**config.mk**
```make
export PLATFORM = sky130hd
export DESIGN_NAME = instr_fetch_queue
export DESIGN_NICKNAME = d
export VERILOG_FILES = /design/src/rtl/instr_fetch_queue.sv
export SDC_FILE = /design/constraint.sdc
export NUM_CORES = 1
export LEC_CHECK = 0
export ABC_AREA = 1
export BUFFER_PORTS_ARGS = -buffer_cell sky130_fd_sc_hd__buf_4
export CORE_MARGIN = 5
export CORE_UTILIZATION = 45
export CTS_BUF_LIST = sky130_fd_sc_hd__clkbuf_4 sky130_fd_sc_hd__clkbuf_8
export CTS_CLUSTER_SIZE = 8
export DETAILED_ROUTE_END_ITERATION = 7
export GPL_ROUTABILITY_DRIVEN = 0
export HOLD_SLACK_MARGIN = 0.05
export MAX_ROUTING_LAYER = met4
export REMOVE_ABC_BUFFERS = 1
export SLEW_MARGIN = 20
export SYNTH_ARGS = -nofsm -noshare
export SYNTH_HDL_FRONTEND = slang
export SYNTH_SLANG_ARGS = --single-unit
```
**constraint.sdc**
```tcl
create_clock -name clk -period 4.8 [get_ports clk]
set_input_delay 0.24 -clock clk [delete_from_list [all_inputs] [get_ports clk]]
set_output_delay 0.24 -clock clk [all_outputs]
set_load 0.01 [all_outputs]
```
**src/rtl/instr_fetch_queue.sv**
```systemverilog
// Dual-issue instruction fetch queue: fetches up to two ROM words per en tick into a
// circular buffer and presents the two oldest entries to the scheduler.
module instr_fetch_queue #(
  parameter int unsigned DEPTH     = 8,
  parameter int unsigned ROM_WORDS = 64,
  parameter int unsigned ADDR_W    = 6
) (
  input  logic              clk,
  input  logic              rst,
  input  logic              en,
  output logic [ADDR_W-1:0] imem_addr0,
  output logic [ADDR_W-1:0] imem_addr1,
  input  logic [31:0]       imem_data0,
  input  logic [31:0]       imem_data1,
  input  logic              pop0,
  input  logic              pop1,
  input  logic              flush,
  input  logic [ADDR_W-1:0] redirect_addr,
  output logic [31:0]       instruction0,
  output logic [31:0]       instruction1,
  output logic              valid0,
  output logic              valid1,
  output logic              nothing_filled,
  output logic              done
);

  localparam int unsigned IdxW = $clog2(DEPTH);
  localparam int unsigned CntW = IdxW + 1;
  localparam int unsigned PcW  = ADDR_W + 1;

  localparam logic [CntW-1:0] CntDepth = CntW'(DEPTH);
  localparam logic [PcW-1:0]  PcEnd    = PcW'(ROM_WORDS);
  localparam logic [31:0]     Nop      = 32'h0000_0013;

  logic [31:0]     storage_q [DEPTH];
  logic [IdxW-1:0] head_q, head_d;
  logic [IdxW-1:0] tail_q, tail_d;
  logic [CntW-1:0] count_q, count_d;
  logic [PcW-1:0]  pc_q, pc_d;

  logic [1:0]      npop;
  logic [1:0]      npush;
  logic [CntW-1:0] free_slots;
  logic [PcW-1:0]  rom_left;
  logic [PcW-1:0]  redirect_pc;
  logic [IdxW-1:0] head_nxt;
  logic [IdxW-1:0] tail_nxt;
  logic            wr0;
  logic            wr1;

  assign head_nxt    = head_q + IdxW'(1);
  assign tail_nxt    = tail_q + IdxW'(1);
  assign redirect_pc = {1'b0, redirect_addr};

  // Pops are clamped to what is actually held; pop1 without pop0 is ignored.
  always_comb begin
    npop = 2'd0;
    if (pop0 && pop1 && (count_q >= CntW'(2))) begin
      npop = 2'd2;
    end else if (pop0 && (count_q != '0)) begin
      npop = 2'd1;
    end
  end

  // Slots freed by this tick's pops are reusable by this tick's pushes.
  assign free_slots = CntDepth - (count_q - CntW'(npop));
  assign rom_left   = PcEnd - pc_q;

  always_comb begin
    npush = 2'd0;
    if ((free_slots >= CntW'(2)) && (rom_left >= PcW'(2))) begin
      npush = 2'd2;
    end else if ((free_slots != '0) && (rom_left != '0)) begin
      npush = 2'd1;
    end
  end

  always_comb begin
    head_d  = head_q;
    tail_d  = tail_q;
    count_d = count_q;
    pc_d    = pc_q;
    wr0     = 1'b0;
    wr1     = 1'b0;
    if (en) begin
      if (flush) begin
        head_d  = '0;
        tail_d  = '0;
        count_d = '0;
        // Out-of-range redirects park fetch at the end of the program.
        pc_d    = (redirect_pc >= PcEnd) ? PcEnd : redirect_pc;
      end else begin
        head_d  = head_q + IdxW'(npop);
        tail_d  = tail_q + IdxW'(npush);
        count_d = count_q + CntW'(npush) - CntW'(npop);
        pc_d    = pc_q + PcW'(npush);
        wr0     = (npush != 2'd0);
        wr1     = (npush == 2'd2);
      end
    end
  end

  always_ff @(posedge clk) begin
    if (rst) begin
      head_q  <= '0;
      tail_q  <= '0;
      count_q <= '0;
      pc_q    <= '0;
    end else begin
      head_q  <= head_d;
      tail_q  <= tail_d;
      count_q <= count_d;
      pc_q    <= pc_d;
    end
  end

  // Entry contents need no reset: outputs are masked to NOP until valid.
  always_ff @(posedge clk) begin
    if (!rst && wr0) begin
      storage_q[tail_q] <= imem_data0;
    end
    if (!rst && wr1) begin
      storage_q[tail_nxt] <= imem_data1;
    end
  end

  always_comb begin
    valid0         = (count_q != '0);
    valid1         = (count_q >= CntW'(2));
    nothing_filled = (count_q == '0);
    done           = (pc_q == PcEnd) && (count_q == '0);
    instruction0   = valid0 ? storage_q[head_q] : Nop;
    instruction1   = valid1 ? storage_q[head_nxt] : Nop;
    imem_addr0     = pc_q[ADDR_W-1:0];
    imem_addr1     = pc_q[ADDR_W-1:0] + ADDR_W'(1);
  end

  assert property (@(posedge clk) disable iff (rst) count_q <= CntDepth);
  assert property (@(posedge clk) disable iff (rst) pc_q <= PcEnd);

endmodule

```
---- After elaboration in Yosys (flattened, before gate mapping) ----
Memory sizes are Yosys's and may differ from the RTL's. A register that Yosys moved wholly into a read port is not among the register bits.
Index checks and enable logic that the tools add are counted.
cells by class
  reductions and logical operators ........ 14
  multiplexer cells ....................... 21
  magnitude comparators ................... 4
  equality and inequality tests ........... 2
  add/subtract/negate cells ............... 11
operators with widths
  kind                 count
  $mux 32              2
  $mux 7               2
  $mux 3               4
  $mux 1               10
  $ge 4x2->1 const B   2
  $logic_and 1x1->1    8
  $reduce_bool 4->1    2
  $sub 4x2->4          2
  $add 7x2->7          1
  $eq 7x7->1 const B   1
  $ge 6x7->1 const B   1
  $ge 7x2->1 const B   1
  $reduce_bool 7->1    1
  $sub 7x7->7 const A  1
  $add 3x1->3 const B  2
  $add 3x2->3          2
  $add 6x1->6 const B  1
  $add 4x2->4          1
  $logic_not 4->1      1
  $mux 2               2
  $mux 4               1
  $sub 4x4->4 const A  1
  $eq 2x2->1 const B   1
  $reduce_bool 2->1    1
  $logic_not 1->1      1
word-level totals
  memories kept ........................... 1
  register bits after elaboration ......... 17
  bits in writable memories ............... 256
  output and inout port bits .............. 80
  logic and storage cells ................. 57
memory list
  name       depth  bits a word  rd ports  clocked after Yosys merged registers in  wr ports  RTL line  source
  storage_q  8      32           2         1                                        2         35        logic [31:0] storage_q [DEPTH];

---- Longest topological paths before layout ----
Gate-level depths: netlist of run 1.
  depth after elaboration ................. 16
  depth in mapped cells ................... 27

---- Worst setup path after synthesis of run 1 ----
OpenSTA, ideal clock, no wires.
  path kind ............................... register -> register
  from .................................... register count_q[2]
  to ...................................... memory storage_q[7][0] (enable)
  arrival ................................. 3.510 ns
  data required time ...................... 4.411 ns
  library setup time ...................... 0.389 ns
  clock period less this slack ............ 3.899 ns
  setup slack ............................. 0.901 ns
  stages on the path, launching flop included .. 24
  cell sequence ........................... dfxtp_1 -> inv_1 -> ha_1 -> inv_1 -> nor2_1 -> inv_1 -> nor2_1 -> inv_1 -> nand3_1 -> ha_1 -> inv_1 -> ha_1 -> inv_1 -> nand3_1 -> nand2_1 -> nor2_1 -> nand2_1 -> nand2_4 -> inv_4 -> nand2_4 -> inv_6 -> nand4_2 -> clkbuf_2 -> nand2_1
RTL lines
  item                    RTL line  source
  from (decl)             38        logic [CntW-1:0] count_q, count_d;
  from (signal assigned)  112       count_q <= count_d;
  to (decl)               35

==> run summary, run 1 <==
Outcome: complete, no violations
Number of synthesized flops with an enable pin: 256
Tcrit/Tclk final: 0.836
Reg2Reg Launch Point: count_q[2]
Initial Util: 0.452
Worst Setup Path Type: reg -> reg
FF+latch count, synth: 276
CP endpoint kind: flip-flop
Crit path capture: storage_q[1][4]
Top routing layer in use: met4
Cell with the most instances after synthesis: nand2_1
Initial antenna violation count: 2
Minimum hold slack: 92.4 ps
Area grow syn2layout: 14.6%
Drt first pass iters: 5
Overall power: 8.87 mW
Hold Crit Class: in -> reg
Core area: 0.0384 mm^2
Fmax: 249 MHz
Max-Cap Viols: 0
Clock buffer depth: 3
Ys Warns: 0
Die height: 206 um
Mapped cell area: 0.0173 mm^2
Initial DRC count: 1560
Design Area, Final: 0.0199 mm^2
CP required: 5080 ps
Slew HR: 0.299
Postcts setup bufs: 0
Via count: 16031
Worst Slack Setup Final: 785 ps
Routed Antenna Nets: 0
Post-synth top area share: 0.443
Sink Count: 276
First-pass GRT wire length: 87800 um
Full die area: 0.0426 mm^2
HPWL Detailed: 32800 um
CTS resizes: 0
Worst skew pair latency: 590 ps
Nets: 2276
Reg-to-reg endpoint: storage_q[1][4]
Worst slack at placement: 818 ps
Worst-case reg-to-reg path depth: 21
Vias per Instance: 5.86
Area contributors post-synth: edfxtp_1, o21ai_0, nand2_1, a21oi_1, o21ai_1
Drc violations: 0
Critical path arrival: 4300 ps
Top_reg_cell synth: edfxtp_1
Pin count of the biggest net entering global routing: 85
Vias in the first global route: 15446
Pleak: 8.04 nW
Reg2reg setup slack: 790 ps
Register area share after synthesis: 0.466
Setup violations, final: 0
Hold buffer count at CTS: 40
Total CTS buffers: 50
IO Pins: 156
Post-synth ARST share: 0
Die X-Extent: 206 um
Met2 routed WL: 27200 um
Critical Path Source: count_q[2]
Placed inst area: 0.0185 mm^2
Post-Syn Instances: 2101
Commonest cells in the netlist: nand2_1, o21ai_0, edfxtp_1
DR WL/cell: 21.0 um
Wl on met1: 23400 um
Met3 wire len: 5370 um
Area leader, netlist: edfxtp_1
Worst setup SP type: flip-flop
PortBufs: 155
TritonCTS clock tree: yes
Layout cells sized above 1: 0.170
Gr ovfl total: 0
Final min period: 4010 ps
Fin. max-slew vios: 0
Worst-Margin Slew: 1050 ps
Rows: 72
Clock skew: 20.0 ps
Pwr dens: 446 mW/mm^2
RSZ-0062 raised after global routing: false
CTS H-tree lvls: 2
CP max FO: 12
Total Wirelength: 57600 um
Hold Vio Cnt, Final: 0
Syn avg cell area: 8.26 um^2
Total GRT Usage: 0.273
Count of different cell masters after synthesis: 47
Clock root buffer: clkbuf_8
Clock transition at the registers of the reported paths: 60 ps
Worst VDD drop: 0.448 mV
[how the worst min path moves through the flow]
| stage | startpoint | endpoint | slack [ps] | cells after the start |
|---|---|---|---|---|
| after floorplan | rst | count_q[2] | 310 | 1 |
| after global placement | count_q[2] | count_q[2] | 450 | 2 |
| after detailed placement | count_q[2] | count_q[2] | 460 | 2 |
| after CTS | imem_data1[24] | storage_q[7][24] | 60 | 3 |
| after global routing | imem_data1[24] | storage_q[7][24] | 90 | 3 |
| final | imem_data1[23] | storage_q[0][23] | 90 | 3 |
[metrics by stage]
stage	cells	utilization	setup TNS (ps)
2_1_floorplan	1897	-	-584140
3_5_place_dp	2607	0.481	0
6_report	2737	0.518	0
5_1_grt	2736	0.518	0
3_3_place_gp	2607	0.481	0
4_1_cts	2734	0.518	0
[power breakdown]
part	switching, mW	internal [mW]	total (mW)
combinational	2.28	1.29	3.57
sequential	0.149	2.84	2.99
clock	1.02	1.29	2.31
total	3.45	5.42	8.87
[kinds of logic after synthesis]
logic type	synth area share
compound gates	0.262
xor+xnor	0.00447
fa+ha+maj	0.0150
buf+inv	0.107
flops	0.466
simple gates	0.145
[layout by cell type (no fill, tap or decap), drive strengths merged, types with 3 or more instances in the layout]
master         n
o21ai        544
nand2        364
edfxtp       256
a21oi        226
buf          192
inv          174
nor2         110
clkbuf        69
nand3         49
dlygate4sd3   40
nor3          33
o211ai        29
a31oi         28
nand4         21
dfxtp         20
ha            16
clkinv        16
xor2           6
a32o           4
diode          3
fa             3
bufinv         3
[critical path, cell delays in order, from the launching register on]
cell and delay (ps):
dfxtp_1 310, inv_1 150, ha_1 180, inv_1 80, nor2_4 100, inv_1 110, nor2_1 220, inv_1 100
nand3_1 130, ha_1 160, inv_1 50, ha_1 190, inv_1 70, nand3_1 80, nand2_1 70, nor2_1 50
nand2_1 140, nand2_4 120, a21oi_1 560, nand4_1 190, nand2_2 440, buf_12 230
[cell type report]
cell class / instances / area [um^2]
Antenna cell: 3 / 7.51
Clock buffer: 69 / 843
Clock inverter: 18 / 156
Fill cell: 3659 / 18500
Inverter: 175 / 669
Multi-Input combinational cell: 1446 / 7510
Sequential cell: 276 / 8100
Tap cell: 518 / 648
Timing Repair Buffer: 232 / 1940
[state kept, by name, indices dropped and copies added (netlist names), named ones only]
signal / count
storage_q: 256
pc_q: 7
count_q: 4
head_q: 3
tail_q: 3
[metal layers]
metal  up-vias  track usage
li1       7501            -
met1      7583        0.357
met2       824        0.443
met3       123       0.0414
met4         0       0.0846
met5         -            -
No activity file was read; power rests on OpenSTA's default activity.
==> inputs of run 2 (changes only) <==
==> constraint.sdc (replaced) <==
create_clock -name clk -period 3.9 [get_ports clk]
set_input_delay 0.195 -clock clk [delete_from_list [all_inputs] [get_ports clk]]
set_output_delay 0.195 -clock clk [all_outputs]
set_load 0.01 [all_outputs]
==> run 2 against run 1 <==
  * Via count increased by 3.1%
  * Sequential share of layout area decreased by 2.6 points
  * Total power increased by 25%
  * Die area unchanged
  * Largest power group unchanged
==> run summary, run 2 (synthesized netlist as in run 1, its figures left out) <==
DR WL/cell: 21.1 um (+0.46%)
Worst slack at placement: 302 ps (-516 ps)
Initial Util: 0.452 (unchanged)
Clock skew: 15.5 ps (-4.54 ps)
Core area: 0.0384 mm^2 (unchanged)
Hold Vio Cnt, Final: 0 (unchanged)
Worst setup SP type: flip-flop
Final min period: 3700 ps (-310 ps)
Initial antenna violation count: 1 (-1)
Overall power: 11.1 mW (+25%)
Pleak: 8.65 nW (+7.6%)
Tcrit/Tclk final: 0.950 (+0.114)
CP max stage cell: dlygate4sd3_1
Worst skew pair latency: 630 ps (+40 ps)
Initial DRC count: 1863 (+19%)
Drt first pass iters: 6 (+1)
CTS H-tree lvls: 2 (unchanged)
Via count: 16530 (+3.1%)
Hold Crit Class: in -> reg
Layout cells sized above 1: 0.185 (+0.0151)
Die height: 206 um (unchanged)
Rows: 72 (unchanged)
Fmax: 270 MHz (+8.4%)
Clock buffer depth: 3 (unchanged)
CP delay by family, top: buffers and inverters
Reg2reg setup slack: 200 ps (-590 ps)
Worst Slack Setup Final: 195 ps (-590 ps)
CP required: 4280 ps (-800 ps)
Nets: 2391 (+5.1%)
Slowest stage delay, CP: 560 ps (about the same)
Setup violations, final: 0 (unchanged)
Buf/Inv on CP: 11 (+4)
Pwr dens: 524 mW/mm^2 (+17%)
Fin. max-slew vios: 0 (unchanged)
End-of-flow core utilization: 0.553 (+0.0349)
Biggest register: storage_q
Vias in the first global route: 15721 (+1.8%)
Biggest regs: storage_q x256, pc_q x7, count_q x4
Critical path arrival: 4090 ps (-210 ps)
Finished Layout Cells: 2852 (+4.2%)
Max-Cap Viols: 0 (unchanged)
Vias per Instance: 5.80 (-1.0%)
Slew HR: 0.318 (+0.0192)
PortBufs: 155 (unchanged)
Worst VDD drop: 0.583 mV (+30%)
CP max FO: 8 (-4)
TritonCTS clock tree: yes
Total CTS buffers: 49 (-2.0%)
Die X-Extent: 206 um (unchanged)
Worst Setup Path Type: reg -> reg
Area grow syn2layout: 22.3%
Total Wirelength: 60300 um (+4.7%)
Clock root buffer: clkbuf_8
Outcome: complete, no violations
Gr ovfl total: 0 (unchanged)
Clock transition at the registers of the reported paths: 60 ps (about the same)
HPWL Detailed: 33200 um (+1.3%)
IO Pins: 156 (unchanged)
Pin count of the biggest net entering global routing: 106 (+25%)
Largest register FFs: 256 (unchanged)
First-pass GRT wire length: 87700 um (-0.15%)
Minimum hold slack: 311 ps (+219 ps)
Worst-Margin Slew: 1020 ps (-27.7 ps)
Total GRT Usage: 0.272 (-0.00141)
Drc violations: 0 (unchanged)
Most common cell after layout, fill and taps aside: nand2_1
Commonest non-fill, non-tap cells in the layout: nand2_1, o21ai_0, edfxtp_1
Sink Count: 276 (unchanged)
DP Cell Count: 2636 (+1.1%)
Routed Antenna Nets: 0 (unchanged)
CP endpoint kind: flip-flop
Full die area: 0.0426 mm^2 (unchanged)
CP dominant cell by count: inv_1
-- run 2: worst reg2reg max path, cell delays in order, from the launching register on --
cell and delay, ps:
dfxtp_1 320, inv_2 80, ha_1 160, inv_2 50, nor2_4 100, inv_1 70, nor2_2 110, inv_1 60
nand3_1 90, ha_1 150, inv_1 60, ha_1 190, inv_1 90, nand3_1 90, nand2_1 80, nor2_2 40
nand2_1 120, nand2_4 70, inv_4 60, buf_4 110, nand2_4 60, clkinv_8 110, nand4_4 230, clkbuf_16 280
nand2_1 70, o21ai_2 50, dlygate4sd3_1 560
-- run 2: worst paths after layout --
check / depth (start not counted) / to / startpoint
max: 26 / storage_q[7][17] / count_q[2]
min: 6 / head_q[0] / pop0
max reg2reg: 26 / storage_q[7][17] / count_q[2]
min reg2reg: 2 / count_q[2] / count_q[2]
-- run 2: area by class of cell --
class	count	area, um^2
well taps	518	648
clock buffers	73	855
fillers	3508	17200
clock inverters	14	67.6
multi-input cells	1446	7520
inverters	175	679
flip-flops and latches	276	8100
repair buffers	348	3340
diodes	2	5.00
-- run 2: power by group --
group | switching [mW] | leakage (nW) | internal [mW]
clock network | 1.25 | 0.486 | 1.39
registers | 0.155 | 2.48 | 3.49
logic | 2.95 | 5.69 | 1.88
-- run 2: metrics by stage --
step | TNS [ps] | area (um^2)
2_1_floorplan | -1107730 | 16100
3_3_place_gp | 0 | 18900
3_5_place_dp | 0 | 18900
4_1_cts | 0 | 20800
5_1_grt | -83.6 | 21200
6_report | 0 | 21200
-- run 2: timing repair --
item | 4_1_cts | 5_1_grt
buffers inserted | 0 | 13
setup endpoints to repair | 0 | 34
hold buffers | 105 | 0
hold endpoints to repair | 273 | 0
resized for setup | 0 | 15
-- run 2: per-layer routing --
metal | wire length, um | vias to the layer above | global-route usage
met2 | 28000 | 928 | 0.428
met3 | 5840 | 176 | 0.0405
met5 | 0 | - | -
met1 | 24300 | 7688 | 0.359
li1 | - | 7738 | -
met4 | 2110 | 0 | 0.102
